[src/rtl/spi_sample_sequencer_pkg.sv]
// Shared definitions for the SPI sample sequencer: FSM state encoding,
// shared-bus owner codes and the DAC channel-to-address map.
package spi_sample_sequencer_pkg;

  typedef enum logic [2:0] {
    ST_IDLE      = 3'd0,
    ST_ADC_GO    = 3'd1,
    ST_ADC_WAIT  = 3'd2,
    ST_ADC_LATCH = 3'd3,
    ST_CALC_WAIT = 3'd4,
    ST_DAC_GO    = 3'd5,
    ST_DAC_WAIT  = 3'd6
  } seq_state_e;

  localparam logic [1:0] OWN_NONE = 2'b00;
  localparam logic [1:0] OWN_ADC  = 2'b01;
  localparam logic [1:0] OWN_DAC  = 2'b10;

  localparam int ADC_W      = 14;
  localparam int DAC_W      = 12;
  localparam int MAX_DAC_CH = 4;
  localparam int CH_DATA_W  = DAC_W * MAX_DAC_CH;

  // Channel i is written to DAC address i.
  function automatic logic [3:0] dac_addr_of(input logic [1:0] idx);
    return {2'b00, idx};
  endfunction

  function automatic logic [DAC_W-1:0] dac_word_of(input logic [CH_DATA_W-1:0] words,
                                                   input logic [1:0]           idx);
    return words[DAC_W*int'(idx) +: DAC_W];
  endfunction

endpackage

[src/rtl/spi_bus_mux.sv]
// Combinational owner-select of the shared SPI pins; the DAC chip select
// is held inactive unless the DAC owns the bus.
module spi_bus_mux
  import spi_sample_sequencer_pkg::*;
(
  input  logic [1:0] owner,
  input  logic       adc_mosi,
  input  logic       adc_sck,
  input  logic       dac_mosi,
  input  logic       dac_sck,
  input  logic       dac_cs_n,
  output logic       spi_mosi,
  output logic       spi_sck,
  output logic       dac_cs
);

  always_comb begin
    // NOTE: every output gets a default before the case so no latch is inferred for unlisted codes.
    spi_mosi = 1'b0;
    spi_sck  = 1'b0;
    dac_cs   = 1'b1;
    case (owner)
      OWN_ADC: begin
        spi_mosi = adc_mosi;
        spi_sck  = adc_sck;
      end
      OWN_DAC: begin
        spi_mosi = dac_mosi;
        spi_sck  = dac_sck;
        dac_cs   = dac_cs_n;
      end
      default: ;
    endcase
  end

endmodule

[src/rtl/spi_sample_sequencer.sv]
// Per-sample sequencer: one ADC conversion, then up to NUM_DAC_CH DAC writes,
// arbitrating the shared SPI bus and flagging overruns and engine timeouts.
module spi_sample_sequencer
  import spi_sample_sequencer_pkg::*;
#(
  parameter int NUM_DAC_CH  = 4,
  parameter int TIMEOUT_CYC = 4096,
  parameter int CNT_W       = 13
) (
  input  logic                 clk,
  input  logic                 rst,
  input  logic                 sample_tick,
  output logic                 adc_start,
  input  logic                 adc_done,
  input  logic [ADC_W-1:0]     adc_in_A,
  input  logic [ADC_W-1:0]     adc_in_B,
  output logic [ADC_W-1:0]     sample_A,
  output logic [ADC_W-1:0]     sample_B,
  output logic                 sample_valid,
  input  logic [CH_DATA_W-1:0] ch_data,
  input  logic                 ch_valid,
  output logic                 dac_start,
  input  logic                 dac_done,
  output logic [DAC_W-1:0]     dac_datain,
  output logic [3:0]           dac_address,
  input  logic                 adc_mosi,
  input  logic                 adc_sck,
  input  logic                 dac_mosi,
  input  logic                 dac_sck,
  input  logic                 dac_cs_n,
  output logic                 SPI_MOSI,
  output logic                 SPI_SCK,
  output logic                 DAC_CS,
  output logic [1:0]           bus_owner,
  output logic                 busy,
  output logic                 overrun,
  output logic                 timeout
);

  localparam logic [1:0]       LAST_IDX = 2'(NUM_DAC_CH - 1);
  localparam logic [CNT_W-1:0] TO_LAST  = CNT_W'(TIMEOUT_CYC - 1);

  seq_state_e             state, state_next;
  logic [CNT_W-1:0]       wait_cnt;
  logic [1:0]             idx;
  logic [CH_DATA_W-1:0]   ch_reg;
  logic                   in_wait;
  logic                   wait_expired;
  logic                   timeout_hit;

  assign in_wait      = (state == ST_ADC_WAIT) || (state == ST_CALC_WAIT) ||
                        (state == ST_DAC_WAIT);
  assign wait_expired = (wait_cnt == TO_LAST);

  always_comb begin
    state_next  = state;
    timeout_hit = 1'b0;
    case (state)
      ST_IDLE:      if (sample_tick) state_next = ST_ADC_GO;
      ST_ADC_GO:    state_next = ST_ADC_WAIT;
      ST_ADC_WAIT: begin
        if (adc_done) state_next = ST_ADC_LATCH;
        else if (wait_expired) begin
          state_next  = ST_IDLE;
          timeout_hit = 1'b1;
        end
      end
      ST_ADC_LATCH: state_next = ST_CALC_WAIT;
      ST_CALC_WAIT: begin
        if (ch_valid) state_next = ST_DAC_GO;
        else if (wait_expired) begin
          state_next  = ST_IDLE;
          timeout_hit = 1'b1;
        end
      end
      ST_DAC_GO:    state_next = ST_DAC_WAIT;
      ST_DAC_WAIT: begin
        if (dac_done) state_next = (idx == LAST_IDX) ? ST_IDLE : ST_DAC_GO;
        else if (wait_expired) begin
          state_next  = ST_IDLE;
          timeout_hit = 1'b1;
        end
      end
      default:      state_next = ST_IDLE;
    endcase
  end

  always_ff @(posedge clk or posedge rst) begin
    if (rst) begin
      state        <= ST_IDLE;
      wait_cnt     <= '0;
      idx          <= '0;
      ch_reg       <= '0;
      sample_A     <= '0;
      sample_B     <= '0;
      sample_valid <= 1'b0;
      dac_datain   <= '0;
      dac_address  <= '0;
      overrun      <= 1'b0;
      timeout      <= 1'b0;
    end else begin
      // NOTE: non-blocking assignments so every register here samples pre-edge values.
      state <= state_next;

      // Counter restarts on every state entry and only runs while waiting on an engine.
      if (state_next != state) wait_cnt <= '0;
      else if (in_wait)        wait_cnt <= wait_cnt + CNT_W'(1);
      else                     wait_cnt <= '0;

      if (state == ST_ADC_WAIT && adc_done) begin
        sample_A <= adc_in_A;
        sample_B <= adc_in_B;
      end
      sample_valid <= (state == ST_ADC_LATCH);

      if (state == ST_CALC_WAIT && ch_valid) begin
        ch_reg      <= ch_data;
        idx         <= '0;
        dac_datain  <= dac_word_of(ch_data, 2'd0);
        dac_address <= dac_addr_of(2'd0);
      end else if (state == ST_DAC_WAIT && dac_done && idx != LAST_IDX) begin
        idx         <= idx + 2'd1;
        dac_datain  <= dac_word_of(ch_reg, idx + 2'd1);
        dac_address <= dac_addr_of(idx + 2'd1);
      end

      if (sample_tick && state != ST_IDLE) overrun <= 1'b1;
      if (timeout_hit)                     timeout <= 1'b1;
    end
  end

  assign adc_start = (state == ST_ADC_GO);
  assign dac_start = (state == ST_DAC_GO);
  assign busy      = (state != ST_IDLE);

  always_comb begin
    bus_owner = OWN_NONE;
    if (state == ST_ADC_GO || state == ST_ADC_WAIT)      bus_owner = OWN_ADC;
    else if (state == ST_DAC_GO || state == ST_DAC_WAIT) bus_owner = OWN_DAC;
  end

  spi_bus_mux u_bus_mux (
    .owner    (bus_owner),
    .adc_mosi (adc_mosi),
    .adc_sck  (adc_sck),
    .dac_mosi (dac_mosi),
    .dac_sck  (dac_sck),
    .dac_cs_n (dac_cs_n),
    .spi_mosi (SPI_MOSI),
    .spi_sck  (SPI_SCK),
    .dac_cs   (DAC_CS)
  );

endmodule

[config.mk]
export PLATFORM = sky130hd
export DESIGN_NAME = spi_sample_sequencer
export DESIGN_NICKNAME = d
export VERILOG_FILES = /design/src/rtl/spi_sample_sequencer_pkg.sv /design/src/rtl/spi_bus_mux.sv /design/src/rtl/spi_sample_sequencer.sv
export SDC_FILE = /design/constraint.sdc
export NUM_CORES = 1
export LEC_CHECK = 0
export ABC_AREA = 1
export CAP_MARGIN = 5
export CORE_ASPECT_RATIO = 1.25
export CORE_UTILIZATION = 43
export CTS_CLUSTER_SIZE = 12
export DETAILED_ROUTE_END_ITERATION = 6
export GPL_TIMING_DRIVEN = 0
export PLACE_DENSITY = 0.72
export SYNTH_ARGS = -nofsm -noshare
export SYNTH_HDL_FRONTEND = slang
export SYNTH_SLANG_ARGS = --single-unit
[constraint.sdc]
create_clock -name clk -period 4.4 [get_ports clk]
set_input_delay 1.32 -clock clk [delete_from_list [all_inputs] [get_ports clk]]
set_output_delay 1.32 -clock clk [all_outputs]
set_load 0.05 [all_outputs]
==> run metrics <==
most frequent cell on the critical path sky130_fd_sc_hd__clkdlybuf4s50_1; HPWL Detailed 9.19 mm; total placed instance area 6470 µm²; H-tree depth 3; final non-filler cell area 6760 µm²; hold slack final 0.469 ns; Area growth, synth to finish 38.5%; average wire per standard cell 14.1 µm; Setup Skew 0.00779 ns; leading cell type in the layout, fill and taps excluded sky130_fd_sc_hd__nand2_1; count of port buffers added during placement 139; worst flop-to-flop path startpoint dac_address[0]; CP Capture Type primary output; CP startpoint dac_sck; hold_sp overrun; number of global-route vias before repair 4139; cell with the largest stage delay on the worst path sky130_fd_sc_hd__clkdlybuf4s50_1; Static Leak 3.10 nW; Slew Limit Fails 0; # diodes 0; Max Cap Viol 0; flip-flop and latch count after synthesis 109; gr usage total 21.0%; maximum vdd ir drop 0.309 mV; clock buffer depth 2; mean area per synthesized cell 8.94 µm²; share of synthesized area occupied by flip-flops and latches 55.9%; flip-flop count of the largest register, all copies and words added 48; met1 layer usage reported by global route 24.4%; drt first-iter violations 178; utilization after layout 61.0%; number of vias per cell after detailed routing 4.93; global routing usage on met2 38.9%; clock latency reported for the late side of the worst-skew pair 0.35 ns; Worst Path Required 3.08 ns; antenna violations before repair 0; unrepaired setup endpoints after global routing false; overall overflow remaining after global route 0; wire length of the first global-routing pass 19.6 mm; Most Used Layer, Global Route met2; count of filler cells inserted in the layout 994; number of DRC violations after detailed routing 2; top-level port count 142; cts bufs inserted 9; commonest cells after routing, fill and taps aside sky130_fd_sc_hd__nand2_1 (168), sky130_fd_sc_hd__clkdlybuf4s50_1 (139), sky130_fd_sc_hd__dfrtp_1 (109), sky130_fd_sc_hd__o21ai_0 (51), sky130_fd_sc_hd__nor2_1 (38); yosys synthesis warning count 0; crit-path cells clkdlybuf4s50_1, a22o_1, clkdlybuf4s50_1; Setup CP Type in2out; x dimension of the die 97.3 µm; Post-Synthesis Cell Area 4880 µm²; headroom to the max-slew limit 58.1%; total power per unit cell area 775 nW/µm²; Max FO, Critical Path 1; routability congestion estimate 0.929; hold violation count in the final report 0; met3 layer usage reported by global route 4.26%; die extent in y 121 µm; critical path arrival 2.72 ns; TritonCTS clock tree yes; fin crit period 4.04 ns; core region area 11100 µm²; peak clock frequency supported by timing 248 MHz; starting density of the core 44.0%; number of vias in the routed layout 4135; Yosys cell types 30; outcome complete, but fails checks; DRT Wirelength 11.8 mm; total power consumption of the routed design 5.24 mW; number of resized instances in the post-cts repair step 0; Reg clk slew, reported paths 0.06 ns; Rows 43; area of the die 11800 µm²; critical path startpoint category input pin; max incr delay on CP 0.80 ns; post-CTS setup buffer count 0; class of the most critical hold timing path reg2reg; number of iterations in the first detailed-routing pass 6; violations in the final reports design-rule violations; # clock sinks 109; measured slew at the worst slew-check pin 0.628 ns; share of post-route cells with drive strength above 1 10.7%; Root Driver sky130_fd_sc_hd__clkbuf_16; maximum number of pins on one net before global-route repair 62; share of the cycle needed by the critical path after routing 91.7%; Setup Total Neg Slack 0 ns; Post-Synthesis Cells 546; hold-fix buffer count after cts 0; count of final setup violators 0; Detail Route Antenna Nets 0; net count of the finished layout 787
layout make-up:
type                    count  area (µm²)  share of cell area [%]
well taps                 135         169                    2.50
inverters                  40         153                    2.26
plain buffers              28         133                    1.96
clock buffers              12         236                    3.50
repair buffers            140        1420                    21.0
clock inverters             4        48.8                   0.722
multi-input cells         370        1870                    27.7
flip-flops and latches    109        2730                    40.4
per-layer routing:
metal | up-vias | wire length [µm]
met5 | - | 0
met4 | 0 | 188
met3 | 16 | 572
met2 | 137 | 6250
met1 | 1917 | 4800
li1 | 2065 | -
path summary, 6_finish.rpt:
check / end / slack [ns] / cells after the start
max in group asynchronous: overrun / 2.26 / 3
worst min register to register: overrun / 0.47 / 1
min in group asynchronous: sample_B[7] / 1.42 / 2
worst max register to register: dac_datain[6] / 2.42 / 7
worst max-delay path: SPI_SCK / 0.36 / 3
worst min-delay path: overrun / 0.47 / 1
where the power goes:
group,internal [mW],switching [mW]
Clock,0.441,0.350
Combinational,0.971,1.83
Sequential,1.43,0.214
synth_stat cells (all sizes together):
library cell  instances  share of area, %
conb                  1             0.077
clkinv                1             0.077
o21ai                55               5.9
a21oi                19               2.0
ha                    2              0.51
a31o                  2              0.36
nand3                18               2.2
a22o                  2              0.36
dfrtp               109                56
o21bai                2              0.31
buf                   9               1.3
nor3                  4              0.41
a21o                  1              0.15
or2                   4              0.51
mux2                 28               6.5
nand2               168                13
nand4                 1              0.13
clkbuf               19               1.5
nor2                 50               4.5
inv                  39               3.0
a31oi                12               1.5
worst max-delay path: cells and delay by family:
kind | cells | cell delay, ns
compound gates | 1 | 0.13
buf+inv | 2 | 1.27
cell families after synthesis:
group	synth area share, %
simple gates	20.6
flops	55.9
compound gates	10.6
buf+inv	5.79
mux	6.46
fa+ha+maj	0.513
other cells	0.0768
through the flow:
| stage | cells | setup WS, ns |
|---|---|---|
| 3_5_place_dp | 822 | 0.357 |
| 5_1_grt | 838 | 0.322 |
| 3_3_place_gp | 821 | -1.25 |
| 6_report | 838 | 0.363 |
| 4_1_cts | 838 | 0.357 |
| 2_1_floorplan | 547 | 0.206 |
Note: power is estimated with default switching activity, not from simulation.
